==> config.mk <==
export PLATFORM = sky130hd
export DESIGN_NAME = mem_arbiter_flat
export DESIGN_NICKNAME = d
export VERILOG_FILES = /design/src/rtl/mem_arbiter_pkg.sv /design/src/rtl/mem_arbiter_if.sv /design/src/rtl/mem_arbiter_lock_counter.sv /design/src/rtl/mem_arbiter.sv /design/src/flat_wrapper.sv
export SDC_FILE = /design/constraint.sdc
export NUM_CORES = 1
export LEC_CHECK = 0
export CORE_AREA = 2 2 115 117
export DETAILED_ROUTE_END_ITERATION = 8
export DIE_AREA = 0 0 117 119
export PLACE_DENSITY_LB_ADDON = 0.25
export SYNTH_ARGS = -nofsm -noshare
export SYNTH_HDL_FRONTEND = slang
export SYNTH_HIERARCHICAL = 1
export SYNTH_SLANG_ARGS = --single-unit
==> constraint.sdc <==
create_clock -name clk -period 2.4 [get_ports clk]
set_input_delay 0.36 -clock clk [delete_from_list [all_inputs] [get_ports clk]]
set_output_delay 0.36 -clock clk [all_outputs]
set_load 0.02 [all_outputs]
==> src/rtl/mem_arbiter_pkg.sv <==
// +----------------------------------------------------------------------+
// | Module   : mem_arbiter_pkg                                           |
// | Purpose  : Shared state/owner encodings for the memory arbiter.      |
// | Revision : 1.0 - initial release                                     |
// +----------------------------------------------------------------------+
`default_nettype none

package mem_arbiter_pkg;

  // Arbiter ownership state; the grant outputs decode directly from it.
  typedef enum logic [1:0] {
    S_IDLE = 2'd0,
    S_CPU  = 2'd1,
    S_EXT  = 2'd2
  } arb_state_t;

  // Who held the memory in the most recent granted cycle.
  typedef enum logic {
    OWN_CPU = 1'b0,
    OWN_EXT = 1'b1
  } owner_t;

  // Owner associated with a granted state (S_IDLE never reaches here).
  function automatic owner_t owner_of(arb_state_t s);
    return (s == S_EXT) ? OWN_EXT : OWN_CPU;
  endfunction

endpackage

`default_nettype wire

==> src/rtl/mem_arbiter_if.sv <==
// +----------------------------------------------------------------------+
// | Module   : mem_arbiter_if                                            |
// | Purpose  : CPU, external-master and memory bus bundle for the        |
// |            unified-memory arbiter.                                   |
// | Revision : 1.0 - initial release                                     |
// +----------------------------------------------------------------------+
`default_nettype none

interface mem_arbiter_if #(
  parameter int ADDR_W = 32,
  parameter int DATA_W = 32
);

  // CPU port
  logic              cpu_req;
  logic              cpu_we;
  logic [ADDR_W-1:0] cpu_adr;
  logic [DATA_W-1:0] cpu_wdata;
  logic              cpu_gnt;
  logic [DATA_W-1:0] cpu_rdata;

  // External master port
  logic              ext_req;
  logic              ext_we;
  logic              ext_lock;
  logic [ADDR_W-1:0] ext_adr;
  logic [DATA_W-1:0] ext_wdata;
  logic              ext_gnt;
  logic [DATA_W-1:0] ext_rdata;

  // Memory port
  logic [ADDR_W-1:0] mem_adr;
  logic [DATA_W-1:0] mem_wdata;
  logic              mem_we;
  logic [DATA_W-1:0] mem_rdata;

  // Requesters plus memory: everything the arbiter does not drive.
  modport master (
    output cpu_req, cpu_we, cpu_adr, cpu_wdata,
    output ext_req, ext_we, ext_lock, ext_adr, ext_wdata,
    output mem_rdata,
    input  cpu_gnt, cpu_rdata, ext_gnt, ext_rdata,
    input  mem_adr, mem_wdata, mem_we
  );

  // Arbiter view.
  modport slave (
    input  cpu_req, cpu_we, cpu_adr, cpu_wdata,
    input  ext_req, ext_we, ext_lock, ext_adr, ext_wdata,
    input  mem_rdata,
    output cpu_gnt, cpu_rdata, ext_gnt, ext_rdata,
    output mem_adr, mem_wdata, mem_we
  );

endinterface

`default_nettype wire

==> src/rtl/mem_arbiter_lock_counter.sv <==
// +----------------------------------------------------------------------+
// | Module   : mem_arbiter_lock_counter                                  |
// | Purpose  : Counts consecutive locked EXT grants while the CPU waits; |
// |            saturates at MAX_LOCK-1 and flags the terminal value.     |
// | Revision : 1.0 - initial release                                     |
// +----------------------------------------------------------------------+
`default_nettype none

module mem_arbiter_lock_counter #(
  parameter int MAX_LOCK   = 8,
  parameter int LOCK_CNT_W = 4
) (
  input  logic clk,
  input  logic reset,
  input  logic clr,
  input  logic inc,
  output logic term
);

  localparam logic [LOCK_CNT_W-1:0] TERM_VAL = LOCK_CNT_W'(MAX_LOCK - 1);

  logic [LOCK_CNT_W-1:0] cnt;

  // Clear has priority; increment stops at the terminal value.
  always_ff @(posedge clk or posedge reset) begin
    if (reset) begin
      cnt <= '0;
    end else if (clr) begin
      cnt <= '0;
    end else if (inc && !term) begin
      cnt <= cnt + LOCK_CNT_W'(1);
    end
  end

  assign term = (cnt == TERM_VAL);

endmodule

`default_nettype wire

==> src/rtl/mem_arbiter.sv <==
// +----------------------------------------------------------------------+
// | Module   : mem_arbiter                                               |
// | Purpose  : Round-robin arbiter between the CPU and an external       |
// |            master for one unified memory, with a bounded EXT burst   |
// |            lock.                                                     |
// | Revision : 1.0 - initial release                                     |
// +----------------------------------------------------------------------+
`default_nettype none

module mem_arbiter #(
  parameter int ADDR_W     = 32,
  parameter int DATA_W     = 32,
  parameter int MAX_LOCK   = 8,
  parameter int LOCK_CNT_W = 4
) (
  input  logic          clk,
  input  logic          reset,
  mem_arbiter_if.slave  bus
);

  import mem_arbiter_pkg::*;

  arb_state_t        state;
  arb_state_t        next_state;
  owner_t            last_owner;
  logic              both_req;
  logic              lock_clr;
  logic              lock_inc;
  logic              lock_term;
  logic [ADDR_W-1:0] adr_mux;
  logic [DATA_W-1:0] wdata_mux;
  logic              we_mux;

  assign both_req = bus.cpu_req & bus.ext_req;

  // Ownership decision for the coming edge from the current requests.
  always_comb begin
    next_state = S_IDLE;
    if (!bus.cpu_req && !bus.ext_req) begin
      next_state = S_IDLE;
    end else if (bus.cpu_req && !bus.ext_req) begin
      next_state = S_CPU;
    end else if (!bus.cpu_req && bus.ext_req) begin
      next_state = S_EXT;
    end else begin
      case (state)
        S_IDLE:  next_state = (last_owner == OWN_EXT) ? S_CPU : S_EXT;
        S_CPU:   next_state = S_EXT;
        S_EXT:   next_state = (bus.ext_lock && !lock_term) ? S_EXT : S_CPU;
        default: next_state = S_IDLE;
      endcase
    end
  end

  // Lock streak only grows while EXT keeps the bus against a waiting CPU.
  assign lock_inc = both_req && (state == S_EXT) && bus.ext_lock && !lock_term;
  assign lock_clr = (next_state != S_EXT) || !bus.cpu_req;

  mem_arbiter_lock_counter #(
    .MAX_LOCK   (MAX_LOCK),
    .LOCK_CNT_W (LOCK_CNT_W)
  ) u_lock_counter (
    .clk   (clk),
    .reset (reset),
    .clr   (lock_clr),
    .inc   (lock_inc),
    .term  (lock_term)
  );

  // Ownership register and round-robin history.
  always_ff @(posedge clk or posedge reset) begin
    if (reset) begin
      state      <= S_IDLE;
      last_owner <= OWN_EXT;
    end else begin
      state <= next_state;
      if (state != S_IDLE) begin
        last_owner <= owner_of(state);
      end
    end
  end

  // Memory-side muxes follow the owner; a granted requester that dropped
  // its request produces no write.
  always_comb begin
    adr_mux   = '0;
    wdata_mux = '0;
    we_mux    = 1'b0;
    case (state)
      S_CPU: begin
        adr_mux   = bus.cpu_adr;
        wdata_mux = bus.cpu_wdata;
        we_mux    = bus.cpu_req & bus.cpu_we;
      end
      S_EXT: begin
        adr_mux   = bus.ext_adr;
        wdata_mux = bus.ext_wdata;
        we_mux    = bus.ext_req & bus.ext_we;
      end
      default: begin
        adr_mux   = '0;
        wdata_mux = '0;
        we_mux    = 1'b0;
      end
    endcase
  end

  assign bus.cpu_gnt   = (state == S_CPU);
  assign bus.ext_gnt   = (state == S_EXT);
  assign bus.mem_adr   = adr_mux;
  assign bus.mem_wdata = wdata_mux;
  assign bus.mem_we    = we_mux;

  // Read data is shared; the grant tells each side when it is valid.
  assign bus.cpu_rdata = bus.mem_rdata;
  assign bus.ext_rdata = bus.mem_rdata;

endmodule

`default_nettype wire
==> src/flat_wrapper.sv <==
// flat-port wrapper written by rule: the top's interface ports become plain ports
module mem_arbiter_flat import mem_arbiter_pkg::*;
#(
  parameter int ADDR_W     = 32,
  parameter int DATA_W     = 32,
  parameter int MAX_LOCK   = 8,
  parameter int LOCK_CNT_W = 4
)
  (clk, reset, bus_cpu_req, bus_cpu_we, bus_cpu_adr, bus_cpu_wdata, bus_ext_req, bus_ext_we, bus_ext_lock, bus_ext_adr, bus_ext_wdata, bus_mem_rdata, bus_cpu_gnt, bus_cpu_rdata, bus_ext_gnt, bus_ext_rdata, bus_mem_adr, bus_mem_wdata, bus_mem_we);
  mem_arbiter_if #(.ADDR_W(ADDR_W), .DATA_W(DATA_W)) bus_i ();
  input  logic clk;
  input  logic reset;
  input wire logic [$bits(bus_i.cpu_req)-1:0] bus_cpu_req;
  input wire logic [$bits(bus_i.cpu_we)-1:0] bus_cpu_we;
  input wire logic [$bits(bus_i.cpu_adr)-1:0] bus_cpu_adr;
  input wire logic [$bits(bus_i.cpu_wdata)-1:0] bus_cpu_wdata;
  input wire logic [$bits(bus_i.ext_req)-1:0] bus_ext_req;
  input wire logic [$bits(bus_i.ext_we)-1:0] bus_ext_we;
  input wire logic [$bits(bus_i.ext_lock)-1:0] bus_ext_lock;
  input wire logic [$bits(bus_i.ext_adr)-1:0] bus_ext_adr;
  input wire logic [$bits(bus_i.ext_wdata)-1:0] bus_ext_wdata;
  input wire logic [$bits(bus_i.mem_rdata)-1:0] bus_mem_rdata;
  output wire logic [$bits(bus_i.cpu_gnt)-1:0] bus_cpu_gnt;
  output wire logic [$bits(bus_i.cpu_rdata)-1:0] bus_cpu_rdata;
  output wire logic [$bits(bus_i.ext_gnt)-1:0] bus_ext_gnt;
  output wire logic [$bits(bus_i.ext_rdata)-1:0] bus_ext_rdata;
  output wire logic [$bits(bus_i.mem_adr)-1:0] bus_mem_adr;
  output wire logic [$bits(bus_i.mem_wdata)-1:0] bus_mem_wdata;
  output wire logic [$bits(bus_i.mem_we)-1:0] bus_mem_we;
  assign bus_i.cpu_req = bus_cpu_req;
  assign bus_i.cpu_we = bus_cpu_we;
  assign bus_i.cpu_adr = bus_cpu_adr;
  assign bus_i.cpu_wdata = bus_cpu_wdata;
  assign bus_i.ext_req = bus_ext_req;
  assign bus_i.ext_we = bus_ext_we;
  assign bus_i.ext_lock = bus_ext_lock;
  assign bus_i.ext_adr = bus_ext_adr;
  assign bus_i.ext_wdata = bus_ext_wdata;
  assign bus_i.mem_rdata = bus_mem_rdata;
  assign bus_cpu_gnt = bus_i.cpu_gnt;
  assign bus_cpu_rdata = bus_i.cpu_rdata;
  assign bus_ext_gnt = bus_i.ext_gnt;
  assign bus_ext_rdata = bus_i.ext_rdata;
  assign bus_mem_adr = bus_i.mem_adr;
  assign bus_mem_wdata = bus_i.mem_wdata;
  assign bus_mem_we = bus_i.mem_we;
  mem_arbiter #(.ADDR_W(ADDR_W), .DATA_W(DATA_W), .MAX_LOCK(MAX_LOCK), .LOCK_CNT_W(LOCK_CNT_W)) u_core (.clk(clk), .reset(reset), .bus(bus_i));
endmodule
==> results of run 1 <==
[registers in the layout, summed over array words and instances (netlist names)]
| name | flops |
|---|---|
| u_core/last_owner | 1 |
| u_core/state | 2 |
| u_core/u_lock_counter/cnt | 4 |
[kinds of logic (layout without fill, tap and decap cells)]
| group | after synthesis | in the layout | share of synthesized area [%] |
|---|---|---|---|
| muxes | 3 | 3 | 1.64 |
| DFF | 7 | 7 | 8.91 |
| adders and majority gates | 5 | 5 | 3.16 |
| and+or+nand+nor | 84 | 84 | 26.8 |
| buffers and inverters | 92 | 217 | 31.9 |
| AOI/OAI and AO/OA | 71 | 71 | 27.6 |
[worst reg2reg max path, delay by kind of cell, from the launching register on]
kind	cells	cell delay [ps]
adders and majority gates	1	210
buffers and inverters	2	350
DFF	1	390
muxes	1	360
and+or+nand+nor	3	590
[layout by cell type (no fill, tap or decap), types with 2 or more instances in the layout]
master / instances
buf_12: 6
ha_1: 2
a21oi_1: 2
nand2_1: 2
dfrtp_1: 6
a22oi_1: 64
dlygate4sd2_1: 59
nor2b_1: 66
nand4_1: 2
nor2_1: 2
mux2_2: 2
nand2b_1: 5
ha_2: 3
clkbuf_16: 3
clkdlybuf4s50_1: 136
inv_1: 6
buf_4: 5
nand3_1: 2
[metal layers]
| metal | GRT usage [%] | vias to the layer above |
|---|---|---|
| li1 | - | 1102 |
| met1 | 12.2 | 1066 |
| met2 | 21.0 | 118 |
| met3 | 4.02 | 19 |
| met4 | 3.24 | 0 |
| met5 | 0 | - |
[final timing paths]
check / from / end / slack (ps) / cells past startpoint
worst max-delay path: u_core/state[1] / bus_cpu_gnt / 170 / 4
worst min-delay path: reset / u_core/u_lock_counter/cnt[0] / 360 / 2
worst max register to register: u_core/state[0] / u_core/u_lock_counter/cnt[0] / 390 / 7
worst min register to register: u_core/u_lock_counter/cnt[1] / u_core/u_lock_counter/cnt[1] / 580 / 2
max in group asynchronous: reset / u_core/last_owner / 1820 / 2
min in group clk: u_core/u_lock_counter/cnt[1] / u_core/u_lock_counter/cnt[1] / 580 / 2
[cell type report]
type / count / area [um2]
clock buffer: 4 / 78.8
tap: 176 / 220
inverter: 6 / 22.5
sequential: 7 / 176
multi-input combinational: 163 / 1180
timing repair buffer: 207 / 2050
fill: 1391 / 9150
[power breakdown]
part | internal, W | total (W) | switching, W
Clock | 0.000221 | 0.000282 | 0.0000613
Sequential | 0.000130 | 0.000137 | 0.00000754
Combinational | 0.000549 | 0.00105 | 0.000497
Total | 0.000900 | 0.00147 | 0.000566
[per-stage QoR]
stage / area, um2 / total power, W / std cells / hold WS (ps)
finish: 3720 / 0.00147 / 563 / 357
global route: 3720 / 0.00156 / 563 / 370
CTS: 3720 / 0.00150 / 563 / 362
detailed placement: 3710 / 0.00128 / 559 / 562
global placement: 3710 / 0.00127 / 559 / 527
floorplan: 1980 / 0.000850 / 262 / 113
==> flow_summary.json, run 1 <==
{
  "status": "finished, final reports clean",
  "die_w_um": 117,
  "clk_pin_slew_ps": 40,
  "synthDistinctLibCells": 28,
  "vias_per_cell": 4.09,
  "dieHeight_um": 119,
  "port_buffers": 201,
  "yosysWarnings": 6,
  "drv_slew": 0,
  "drc": 0,
  "yosysMostFrequentCell": "nor2b_1",
  "wl_met2_um": 4350,
  "drt_iter0_drc": 102,
  "clk_latency_ps": 230,
  "finalNetCount": 560,
  "setup_viol": 0,
  "async_flop_share_pct": 100,
  "dr_wl_met3_um": 926,
  "cts_max_path_buffers": 2,
  "drv_cap": 0,
  "diodes": 0,
  "skew_ps": 1.39,
  "gp_congestion": 0.755,
  "grt_overflow": 0,
  "hp-class": "in -> async",
  "grt_pass1_wl_um": 12600,
  "max-slew-margin-rel_pct": 82.3,
  "ys_seq_area_share_pct": 8.91,
  "tightest_slew_ps": 265,
  "syn_area_um2": 1980,
  "worst_slack_ps": 168,
  "tns_ps": 0,
  "row_count": 42,
  "avgSynthCellArea_um2": 7.55,
  "crit_type": "reg -> out",
  "synth.area.top_cells": "buf_4 (25%), a22oi_1 (24%), nor2b_1 (21%)",
  "synth_area_leader_cell": "buf_4",
  "cts_max_level": 1,
  "synth_top_cells_by_count": "nor2b_1 (66), buf_4 (65), a22oi_1 (64), buf_2 (10), clkbuf_1 (7)",
  "syn_inst": 262,
  "cts_tree": "built",
  "ioPinCount": 298,
  "postCtsSetupBuffers": 0,
  "max_stage_delay_ps": 660,
  "grtUsageTotal_pct": 11.5,
  "cts_resized": 60,
  "post-dp-hpwl_um": 6900,
  "hold_viol": 0,
  "synthFlopType": "dfrtp_1",
  "synth-edff-count": 0,
  "highest_layer": "met4",
  "synth_nets": 434,
  "synth_top_area_share_pct": 24.7,
  "root_buffer": "clkbuf_16",
  "powerDensity_nw_per_um2": 394,
  "grt_setup_unrepaired": "false",
  "critPathBufInv": 3,
  "fin_crit_sh_pct": 93.0,
  "max_freq_mhz": 448,
  "via_count": 2305,
  "area_growth_pct": 88.1,
  "initial_utilization_pct": 15.4,
  "numCtsBuffers": 3,
  "fp.dieArea_um2": 13900,
  "p_leak_nw": 1.56,
  "final_layout_size_suffix_gt1_share_pct": 6.20,
  "core_um2": 12900,
  "grt_max_degree": 58,
  "cp_slowest_cell": "clkdlybuf4s50_1",
  "wl_met1_um": 3220,
  "place_ws_ps": 150,
  "crit_path_cell_trace": "inv_1 -> ha_2 -> buf_12 -> clkdlybuf4s50_1",
  "drtPass1Iterations": 4,
  "drt-total-wl_um": 8620,
  "critPathRequiredTime_ps": 2040,
  "critPathArrivalTime_ps": 1870,
  "ir_worst_vdd_uv": 261,
  "clock_sinks": 7,
  "end_kind": "primary output",
  "holdBufCountCts": 0,
  "post_drt_wl_per_cell_um": 15.3,
  "ant_nets": 0,
  "worst_setup_path_start_kind": "flop",
  "ys_seq_elements": 7,
  "cp_max_fo": 57,
  "fin_crit_ps": 2230,
  "antenna_found_initial": 0,
  "grt_pass1_vias": 2367,
  "critPathTopFamily": "buffers and inverters",
  "final_util_pct": 28.9
}
(Power assumes the default switching activity.)
==> run 2, diff against run 1 <==
CTS_CLUSTER_DIAMETER = 150   (was unset)
==> results of run 2 <==
No change in the layout: final DEF, timing and power equal those of run 1.
